<file path="src/rtl/fetch_unit.sv">
`default_nettype none
// ============================================================================
//  Module      : fetch_unit
//  Description : RV32I fetch stage. Holds the PC, issues one word fetch at a
//                time over a req/ack handshake, buffers returned words in a
//                small prefetch FIFO and drives the IF/ID register.
//  Revision    : 1.0  initial release
// ============================================================================
module fetch_unit #(
    parameter logic [31:0] RESET_PC   = 32'h0000_0000,
    parameter int          FIFO_DEPTH = 2,
    parameter logic [31:0] NOP        = 32'h0000_0013
) (
    input  logic        clk,
    input  logic        reset,
    output logic        imem_req,
    output logic [31:0] imem_addr,
    input  logic        imem_ack,
    input  logic [31:0] imem_rdata,
    input  logic        StallD,
    input  logic        FlushD,
    input  logic        PCSrcE,
    input  logic [31:0] PCTargetE,
    output logic [31:0] InstrD,
    output logic [31:0] PCD,
    output logic [31:0] PCPlus4D,
    output logic        ValidD
);

    localparam int c_ptr_w = (FIFO_DEPTH > 1) ? $clog2(FIFO_DEPTH) : 1;
    localparam int c_cnt_w = $clog2(FIFO_DEPTH + 1);
    localparam logic [c_cnt_w-1:0] c_depth   = c_cnt_w'(FIFO_DEPTH);
    localparam logic [c_cnt_w-1:0] c_cnt_one = c_cnt_w'(1);
    localparam logic [c_ptr_w-1:0] c_ptr_one = c_ptr_w'(1);

    // Fetch-side state
    logic [31:0]        r_pcf;
    logic [31:0]        r_req_addr;
    logic               r_pend;
    logic               r_discard;

    // Prefetch FIFO
    logic [31:0]        r_fifo_pc    [FIFO_DEPTH];
    logic [31:0]        r_fifo_instr [FIFO_DEPTH];
    logic [c_ptr_w-1:0] r_wr_ptr;
    logic [c_ptr_w-1:0] r_rd_ptr;
    logic [c_cnt_w-1:0] r_count;

    // IF/ID register
    logic [31:0]        r_instr_d;
    logic [31:0]        r_pc_d;
    logic [31:0]        r_pc_plus4_d;
    logic               r_valid_d;

    logic               w_room;
    logic               w_issue;
    logic               w_ack;
    logic               w_push;
    logic               w_pop;
    logic [31:0]        w_target;

    // With no request outstanding the occupancy alone bounds the FIFO; an
    // in-flight word is already reserved because issue needs r_pend=0.
    assign w_room    = (r_count < c_depth);
    assign w_issue   = reset & ~r_pend & w_room & ~PCSrcE;
    assign w_ack     = r_pend & imem_ack;
    assign w_push    = w_ack & ~r_discard & ~PCSrcE;
    assign w_pop     = ~PCSrcE & ~FlushD & ~StallD & (r_count != '0);
    assign w_target  = PCTargetE & ~32'd3;

    // A raised request is held with its original address until acked
    assign imem_req  = r_pend | w_issue;
    assign imem_addr = r_pend ? r_req_addr : r_pcf;

    assign InstrD    = r_instr_d;
    assign PCD       = r_pc_d;
    assign PCPlus4D  = r_pc_plus4_d;
    assign ValidD    = r_valid_d;

    // PC register: redirect overrides sequential advance on issue
    always_ff @(posedge clk) begin
        if (!reset) begin
            r_pcf <= RESET_PC;
        end else if (PCSrcE) begin
            r_pcf <= w_target;
        end else if (w_issue) begin
            r_pcf <= r_pcf + 32'd4;
        end
    end

    // Outstanding-request tracking and wrong-path discard flag
    always_ff @(posedge clk) begin
        if (!reset) begin
            r_pend     <= 1'b0;
            r_discard  <= 1'b0;
            r_req_addr <= '0;
        end else begin
            if (w_issue) begin
                r_pend     <= 1'b1;
                r_req_addr <= r_pcf;
            end else if (w_ack) begin
                r_pend     <= 1'b0;
            end
            // A redirect with the ack in the same cycle simply drops the
            // word; otherwise the still-outstanding response is marked stale.
            if (PCSrcE) begin
                r_discard <= r_pend & ~imem_ack;
            end else if (w_ack) begin
                r_discard <= 1'b0;
            end
        end
    end

    // FIFO pointers and occupancy; a redirect empties the FIFO
    always_ff @(posedge clk) begin
        if (!reset || PCSrcE) begin
            r_wr_ptr <= '0;
            r_rd_ptr <= '0;
            r_count  <= '0;
        end else begin
            if (w_push) begin
                r_wr_ptr <= r_wr_ptr + c_ptr_one;
            end
            if (w_pop) begin
                r_rd_ptr <= r_rd_ptr + c_ptr_one;
            end
            if (w_push && !w_pop) begin
                r_count <= r_count + c_cnt_one;
            end else if (!w_push && w_pop) begin
                r_count <= r_count - c_cnt_one;
            end
        end
    end

    // FIFO storage write (data only, no reset needed)
    always_ff @(posedge clk) begin
        if (w_push) begin
            r_fifo_pc[r_wr_ptr]    <= r_req_addr;
            r_fifo_instr[r_wr_ptr] <= imem_rdata;
        end
    end

    // IF/ID register, priority reset > redirect > flush > stall > pop
    always_ff @(posedge clk) begin
        if (!reset) begin
            r_instr_d    <= NOP;
            r_pc_d       <= '0;
            r_pc_plus4_d <= 32'd4;
            r_valid_d    <= 1'b0;
        end else if (PCSrcE || FlushD) begin
            r_instr_d    <= NOP;
            r_valid_d    <= 1'b0;
        end else if (StallD) begin
            r_instr_d    <= r_instr_d;
        end else if (w_pop) begin
            r_instr_d    <= r_fifo_instr[r_rd_ptr];
            r_pc_d       <= r_fifo_pc[r_rd_ptr];
            r_pc_plus4_d <= r_fifo_pc[r_rd_ptr] + 32'd4;
            r_valid_d    <= 1'b1;
        end else begin
            r_instr_d    <= NOP;
            r_valid_d    <= 1'b0;
        end
    end

endmodule
`default_nettype wire

</file>
<file path="config.mk">
export PLATFORM = sky130hd
export DESIGN_NAME = fetch_unit
export DESIGN_NICKNAME = d
export VERILOG_FILES = /design/src/rtl/fetch_unit.sv
export SDC_FILE = /design/constraint.sdc
export NUM_CORES = 1
export LEC_CHECK = 0
export BUFFER_PORTS_ARGS = -buffer_cell sky130_fd_sc_hd__buf_4
export CORE_MARGIN = 10
export CORE_UTILIZATION = 30
export DETAILED_ROUTE_END_ITERATION = 8
export PLACE_DENSITY = 0.47
export SYNTH_ARGS = -nofsm -noshare
export SYNTH_HDL_FRONTEND = slang
export SYNTH_SLANG_ARGS = --single-unit
</file>
<file path="constraint.sdc">
create_clock -name clk -period 18.4 [get_ports clk]
set_input_delay 2.76 -clock clk [delete_from_list [all_inputs] [get_ports clk]]
set_output_delay 2.76 -clock clk [all_outputs]
set_load 0.05 [all_outputs]
</file>
==> results of run 1 <==
## worst max-delay path: cells and delay by family
kind	cells	cell delay, ns
and+or+nand+nor	3	1.03
buffers and inverters	3	0.71
## per-layer routing
layer,global-route usage,vias up,wire [um]
met5,0,-,0
met4,0.0389,0,597
met3,0.0329,39,2020
met2,0.193,252,14000
met1,0.198,4062,16700
li1,-,4297,-
## final cells by class
cell class	count	area [um^2]	area share
Sequential cell	284	6930	0.469
Multi-Input combinational cell	733	4510	0.306
Timing Repair Buffer	206	1550	0.105
Clock buffer	48	965	0.0653
Tap cell	518	648	0.0439
Clock inverter	13	149	0.0101
Inverter	5	18.8	0.00127
## stage by stage
stage / utilization / hold WS (ns) / setup WS [ns]
finish: 0.381 / 0.453 / 11.13
global route: 0.381 / 0.471 / 11.04
detailed placement: 0.353 / 0.449 / 11.14
global placement: 0.353 / 0.444 / 11.11
CTS: 0.381 / 0.457 / 11.13
floorplan: - / 0.442 / 8.67
## worst paths after layout
kind          start      endpoint
max reg2reg    flop  PCPlus4D[30]
max           reset      imem_req
min reg2reg  PCD[3]        PCD[3]
min          PCD[3]        PCD[3]
## power breakdown
group          total, mW  leakage (nW)  internal [mW]  switching, mW
Combinational     0.0870          2.22         0.0310         0.0560
Clock              0.664         0.538          0.408          0.256
Sequential         0.676          2.51          0.665         0.0106
Total               1.43          5.27           1.10          0.322
## state kept, by name, summed over array words and instances, names as in the netlist, named ones only
| name | flops |
|---|---|
| r_wr_ptr | 1 |
| PCPlus4D | 30 |
| r_fifo_instr | 64 |
| r_req_addr | 30 |
| r_pcf | 30 |
| r_fifo_pc | 60 |
| r_rd_ptr | 1 |
| r_pend | 1 |
| r_discard | 1 |
| ValidD | 1 |
| r_count | 2 |
| PCD | 30 |
| InstrD | 32 |
## cell families (layout without fill, tap and decap cells)
logic type,after synthesis,count (layout)
XOR/XNOR,44,44
adder cells (fa/ha/maj),3,3
AO/OA/AOI/OAI,202,202
other,1,6
buffers and inverters,79,272
multiplexers,99,99
AND/OR/NAND/NOR,379,379
flip-flops,284,284
## synthesized netlist by cell type, types with 5 or more instances
library cell,number,area share
a211oi_1,28,0.018
a21oi_1,90,0.038
and2_1,5,0.0027
and3_1,7,0.0037
and4_1,5,0.0037
buf_1,9,0.0029
buf_2,8,0.0034
buf_4,7,0.0045
clkbuf_1,43,0.014
dfxtp_1,160,0.27
edfxtp_1,124,0.32
mux2_2,40,0.038
mux2i_1,59,0.050
nand2_1,102,0.032
nand2b_1,7,0.0037
nand3_1,60,0.025
nand3b_1,9,0.0057
nand4_1,25,0.013
nor2_1,120,0.038
nor3_1,15,0.0064
nor4_1,5,0.0027
o211ai_1,7,0.0045
o21ai_0,28,0.012
o21ai_1,14,0.0059
o311ai_1,6,0.0045
xnor2_1,22,0.016
xor2_1,22,0.016
## cell usage in the layout, fill, tap and decap left out, types with 35 or more instances in the layout
cell         n
edfxtp_1   124
buf_4      206
mux2_2      40
nand2_1    102
nor2_1     120
nand3_1     60
a21oi_1     90
mux2i_1     59
clkbuf_16   35
dfxtp_1    159
==> run summary, run 1 <==
Status: completed
Synth Cell Area: 0.0118 mm^2
Total Routing Usage GR: 0.136
Crit path time final: 7.27 ns
WL/cell: 18.4 um
Final Non-Filler Cells: 1807
FF-to-FF setup slack: 15.35 ns
Largest family of logic cells by synthesized area: simple AND/OR/NAND/NOR gates
Yosys Warn Count: 0
Post-synth EDFFs: 124
Asr flop ratio synth: 0
Yosys reg bits: 284
CTS tree: built
Post-layout instance area: 0.0148 mm^2
Site Rows: 72
Die ar.: 0.0477 mm^2
Post-synthesis cell type count: 64
Global placer's final weighted congestion: 0.745
Sequential fraction of the synthesis area: 0.587
Final HPWL DP: 22800 um
Number of routed nets with antenna violations: 0
First-iteration detailed-routing DRC count: 616
Layout cells sized above 1: 0.237
Final setup vio count: 0
Arrival time at the worst endpoint: 4.51 ns
Drt drc: 0
Clk Latency, worst-skew pair: 0.51 ns
Antenna diodes: 0
H-Tree Depth: 2
Mapped Cells: 1091
Slew HR: 0.362
Mux contribution to synthesized area: 0.0882
Most used cell, CP: buf_4
Max Transition Viols Final: 0
Worst IR Drop VDD: 0.0472 mV
CTS sink count: 284
Dpl cell area: 0.0137 mm^2
Clk_skew: 0.0132 ns
Setup Fix Bufs, Post-CTS: 0
Via count: 8650
Vias in the first global route: 8432
Critical Path RT: 15.64 ns
Post-synthesis compound-gate area fraction: 0.103
CTS root buf: clkbuf_16
Tot Pwr: 1.43 mW
Syn Area/Cell: 10.8 um^2
P_leak: 5.27 nW
I/O Pins: 200
Fillcell total: 3894
# nets final: 1337
Hold Path Depth: 2
R2R depth: 6
CP Capture Type: output port
Final hold violations: 0
Worst slew pin tran: 0.949 ns
Critical-path top delay cell: nor3b_1
Dpl cells: 1746
Critical path type: in2out
RSZ-0062 raised after global routing: false
Core area: 0.0387 mm^2
Area Growth Syn to Fin: 25.2%
Hold WC Path Type: reg2reg
Fraction of the mapped netlist area in simple logic gates: 0.152
Largest net degree at the start of global routing: 84
GRT overflow: 0
Initial antenna violation count: 0
Port bufs: 191
Critical Path, Cell by Cell: buf_4, nor3b_1, nand2_1, buf_4, nand2b_1, buf_4
Fin Setup TNS: 0 ns
Fmax: 138 MHz
DRT Wirelength: 33300 um
CTS Buf Count: 34
Avg Vias per Cell: 4.79
Tcrit/Tclk final: 0.395
Critical Path Fanout Max: 32
Max-cap violations: 0
Crit path launch type: primary input
Die Y: 218 um
Post_cts resized: 0
Die width: 218 um
Post-synthesis adder-cell area fraction: 0.00318
Maximum clock path buffer count: 3
Dominant synthesized flop cell: dfxtp_1
First-pass GRT wire length: 51000 um
Clk pin slew, worst setup/hold paths: 0.06 ns
Cell Pwr Density: 96.6 mW/mm^2
Largest stage delay on the critical path: 0.77 ns
Fraction of synthesized cell area in xor and xnor cells: 0.0327
Pre-antenna DRT Iters: 5
Initial Util: 0.305
Post-CTS Hold Buffers: 0
Note: power is estimated with default switching activity, not from simulation.
==> run 2: changes to the inputs <==
--- a/config.mk
+++ b/config.mk
@@ -5,11 +5,12 @@
 export SDC_FILE = /design/constraint.sdc
 export NUM_CORES = 1
 export LEC_CHECK = 0
+export ABC_AREA = 1
 export BUFFER_PORTS_ARGS = -buffer_cell sky130_fd_sc_hd__buf_4
 export CORE_MARGIN = 10
 export CORE_UTILIZATION = 30
 export DETAILED_ROUTE_END_ITERATION = 8
-export PLACE_DENSITY = 0.47
+export PLACE_DENSITY = 0.48
 export SYNTH_ARGS = -nofsm -noshare
 export SYNTH_HDL_FRONTEND = slang
 export SYNTH_SLANG_ARGS = --single-unit
==> constraint.sdc (replaced) <==
create_clock -name clk -period 6.15 [get_ports clk]
set_input_delay 0.9225 -clock clk [delete_from_list [all_inputs] [get_ports clk]]
set_output_delay 0.9225 -clock clk [all_outputs]
set_load 0.05 [all_outputs]
==> run 2 against run 1 <==
- design area is 5.8% higher
- first-iteration DRC count is 18% higher
- combinational power grew to 3.5 times the previous value
- clock skew is 0.0011 ns higher
- setup slack worse by 8.4 ns
- flip-flop and latch count stayed put
- synthesized cell count is 43% higher
- total power grew to 3.0 times the previous value
- critical path type unchanged
==> run summary, run 2 <==
M1 GR Usage: 0.203
Site Rows: 75
Layout cells sized above 1: 0.180
Global placer's final weighted congestion: 0.884
Pre-antenna DRT Iters: 5
Commonest non-fill, non-tap cells in the layout: 545 x nand2_1, 202 x buf_4, 162 x nor2_1
Post-synth EDFFs: 124
Clk_skew: 0.0143 ns
Met2 usage: 0.233
Vias in the first global route: 10.1k
CP Capture Type: output port
Top post-synthesis cells by area: edfxtp_1 29%, dfxtp_1 25%, nand2_1 16%
Initial antenna violation count: 0
Top cells by count, synth: 545 x nand2_1, 164 x nor2_1, 160 x dfxtp_1
CTS tree: built
Total Routing Usage GR: 0.150
Largest net degree at the start of global routing: 72
Most common cell after layout, fill and taps aside: nand2_1
Hold WC Path Type: reg2reg
Yosys top cell area share: 0.293
Post-synthesis cell type count: 48
Crit path time final: 3.46 ns
Hold_sp: PCPlus4D[2]
CTS sink count: 284
Maximum clock path buffer count: 3
I/O Pins: 200
Final hold violations: 0
Synth Cell Area: 0.0127 mm^2
Worst Setup SP: reset
Post_cts resized: 0
Area leader, netlist: edfxtp_1
Critical Path RT: 5.23 ns
GRT met3 Usage: 0.0345
Mapped Cells: 1562
CTS root buf: clkbuf_16
RR Startpoint: r_count[1]
Sequential fraction of the synthesis area: 0.545
Fmax: 289 MHz
CTS Buf Count: 35
Asr flop ratio synth: 0
GRT overflow: 0
Final HPWL DP: 27200 um
Biggest register: r_fifo_instr
Die ar.: 0.0510 mm^2
Initial Util: 0.303
First-pass GRT wire length: 59600 um
Avg Vias per Cell: 4.60
Drt drc: 0
Max-cap violations: 0
Dpl cell area: 0.0145 mm^2
Area Growth Syn to Fin: 23.0%
Worst slew pin tran: 1.11 ns
Die Y: 226 um
Yosys Warn Count: 0
Most frequent cell after synthesis: nand2_1
Post-CTS Hold Buffers: 0
Worst IR Drop VDD: 0.144 mV
WHS: 0.453 ns
Fin Setup TNS: 0 ns
Setup Fix Bufs, Post-CTS: 0
Final setup vio count: 0
Syn Area/Cell: 8.14 um^2
Dominant synthesized flop cell: dfxtp_1
Tot Pwr: 4.34 mW
Slew HR: 0.260
Max Transition Viols Final: 0
Number of flip-flops in the largest register: 64
Register Area: 0.00693 mm^2
H-Tree Depth: 2
Crit path launch type: primary input
Die width: 226 um
Core area: 0.0419 mm^2
RSZ-0062 raised after global routing: false
Fillcell total: 4352
Area of the multi-input gates: 0.00500 mm^2
WL/cell: 17.0 um
Number of routed nets with antenna violations: 0
Clk Latency, worst-skew pair: 0.54 ns
Post-layout instance area: 0.0156 mm^2
Cell Pwr Density: 277 mW/mm^2
DRT Wirelength: 39000 um
Most used routing layer: met2
Antenna diodes: 0
Yosys reg bits: 284
P_leak: 6.33 nW
# nets final: 1800
First-iteration detailed-routing DRC count: 728
Arrival time at the worst endpoint: 2.54 ns
Final Util: 0.373
Critical Path Fanout Max: 29
Status: completed
Clk pin slew, worst setup/hold paths: 0.06 ns
FF-to-FF setup slack: 3.16 ns
Tcrit/Tclk final: 0.562
Via count: 10.5k
Critical path type: in2out
Port bufs: 191
run 2: cell count changes after synthesis, sizes merged, moves of 9 or more:
| cell | previous run | this run |
|---|---|---|
| o21ai | 42 | 81 |
| xor2 | 22 | 3 |
| inv | 4 | 105 |
| nor2 | 120 | 187 |
| xnor2 | 22 | 2 |
| mux2 | 40 | 0 |
| o21a | 0 | 16 |
| o21bai | 0 | 9 |
| mux2i | 59 | 1 |
| nand2 | 102 | 569 |
| a21oi | 91 | 101 |
| nand4 | 26 | 3 |
| nand3b | 10 | 1 |
| a211oi | 28 | 7 |
run 2: per-stage QoR:
step                instances  setup WS, ns
floorplan                1567          1.75
global placement         2229          2.25
detailed placement       2229          2.22
CTS                      2293          2.71
global route             2293          2.52
finish                   2293          2.69
run 2: worst paths after layout:
kind | to | cells after the start
min reg2reg | PCPlus4D[2] | 2
max | imem_req | 7
min | PCPlus4D[2] | 2
max reg2reg | PCPlus4D[29] | 8
run 2: power by group:
group	total [mW]	switching (mW)	leakage (nW)	internal, mW
clock network	1.99	0.807	0.547	1.18
registers	2.04	0.0370	2.44	2.00
logic	0.307	0.214	3.34	0.0924
run 2: kinds of logic (layout without fill, tap and decap cells):
| kind of cell | after synthesis | in the layout | share of synthesized area |
|---|---|---|---|
| simple gates | 836 | 836 | 0.270 |
| flops | 284 | 284 | 0.545 |
| compound gates | 246 | 246 | 0.113 |
| buf+inv | 186 | 373 | 0.0644 |
| xor+xnor | 5 | 5 | 0.00345 |
| fa+ha+maj | 3 | 3 | 0.00295 |
| other cells | 1 | 6 | 0.000295 |
| mux | 1 | 1 | 0.000788 |
run 2: per-layer routing:
metal  vias up  routed length (um)
met4         0                 935
met2       249               17500
met1      4845               18300
li1       5392                   -
met3        55                2280
met5         -                   0
run 2: critical path: stages:
cell     delay (ns)
buf_4          0.30
inv_2          0.09
nor3_4         0.13
buf_4          0.26
nand2_2        0.37
nand2_1        0.20
buf_4          0.22
run 2: area by class of cell:
| class | count | area share |
|---|---|---|
| clock buffers | 51 | 0.0644 |
| clock inverters | 13 | 0.00632 |
| multi-input cells | 1097 | 0.320 |
| repair buffers | 202 | 0.0970 |
| well taps | 539 | 0.0432 |
| flip-flops and latches | 284 | 0.443 |
| inverters | 107 | 0.0262 |
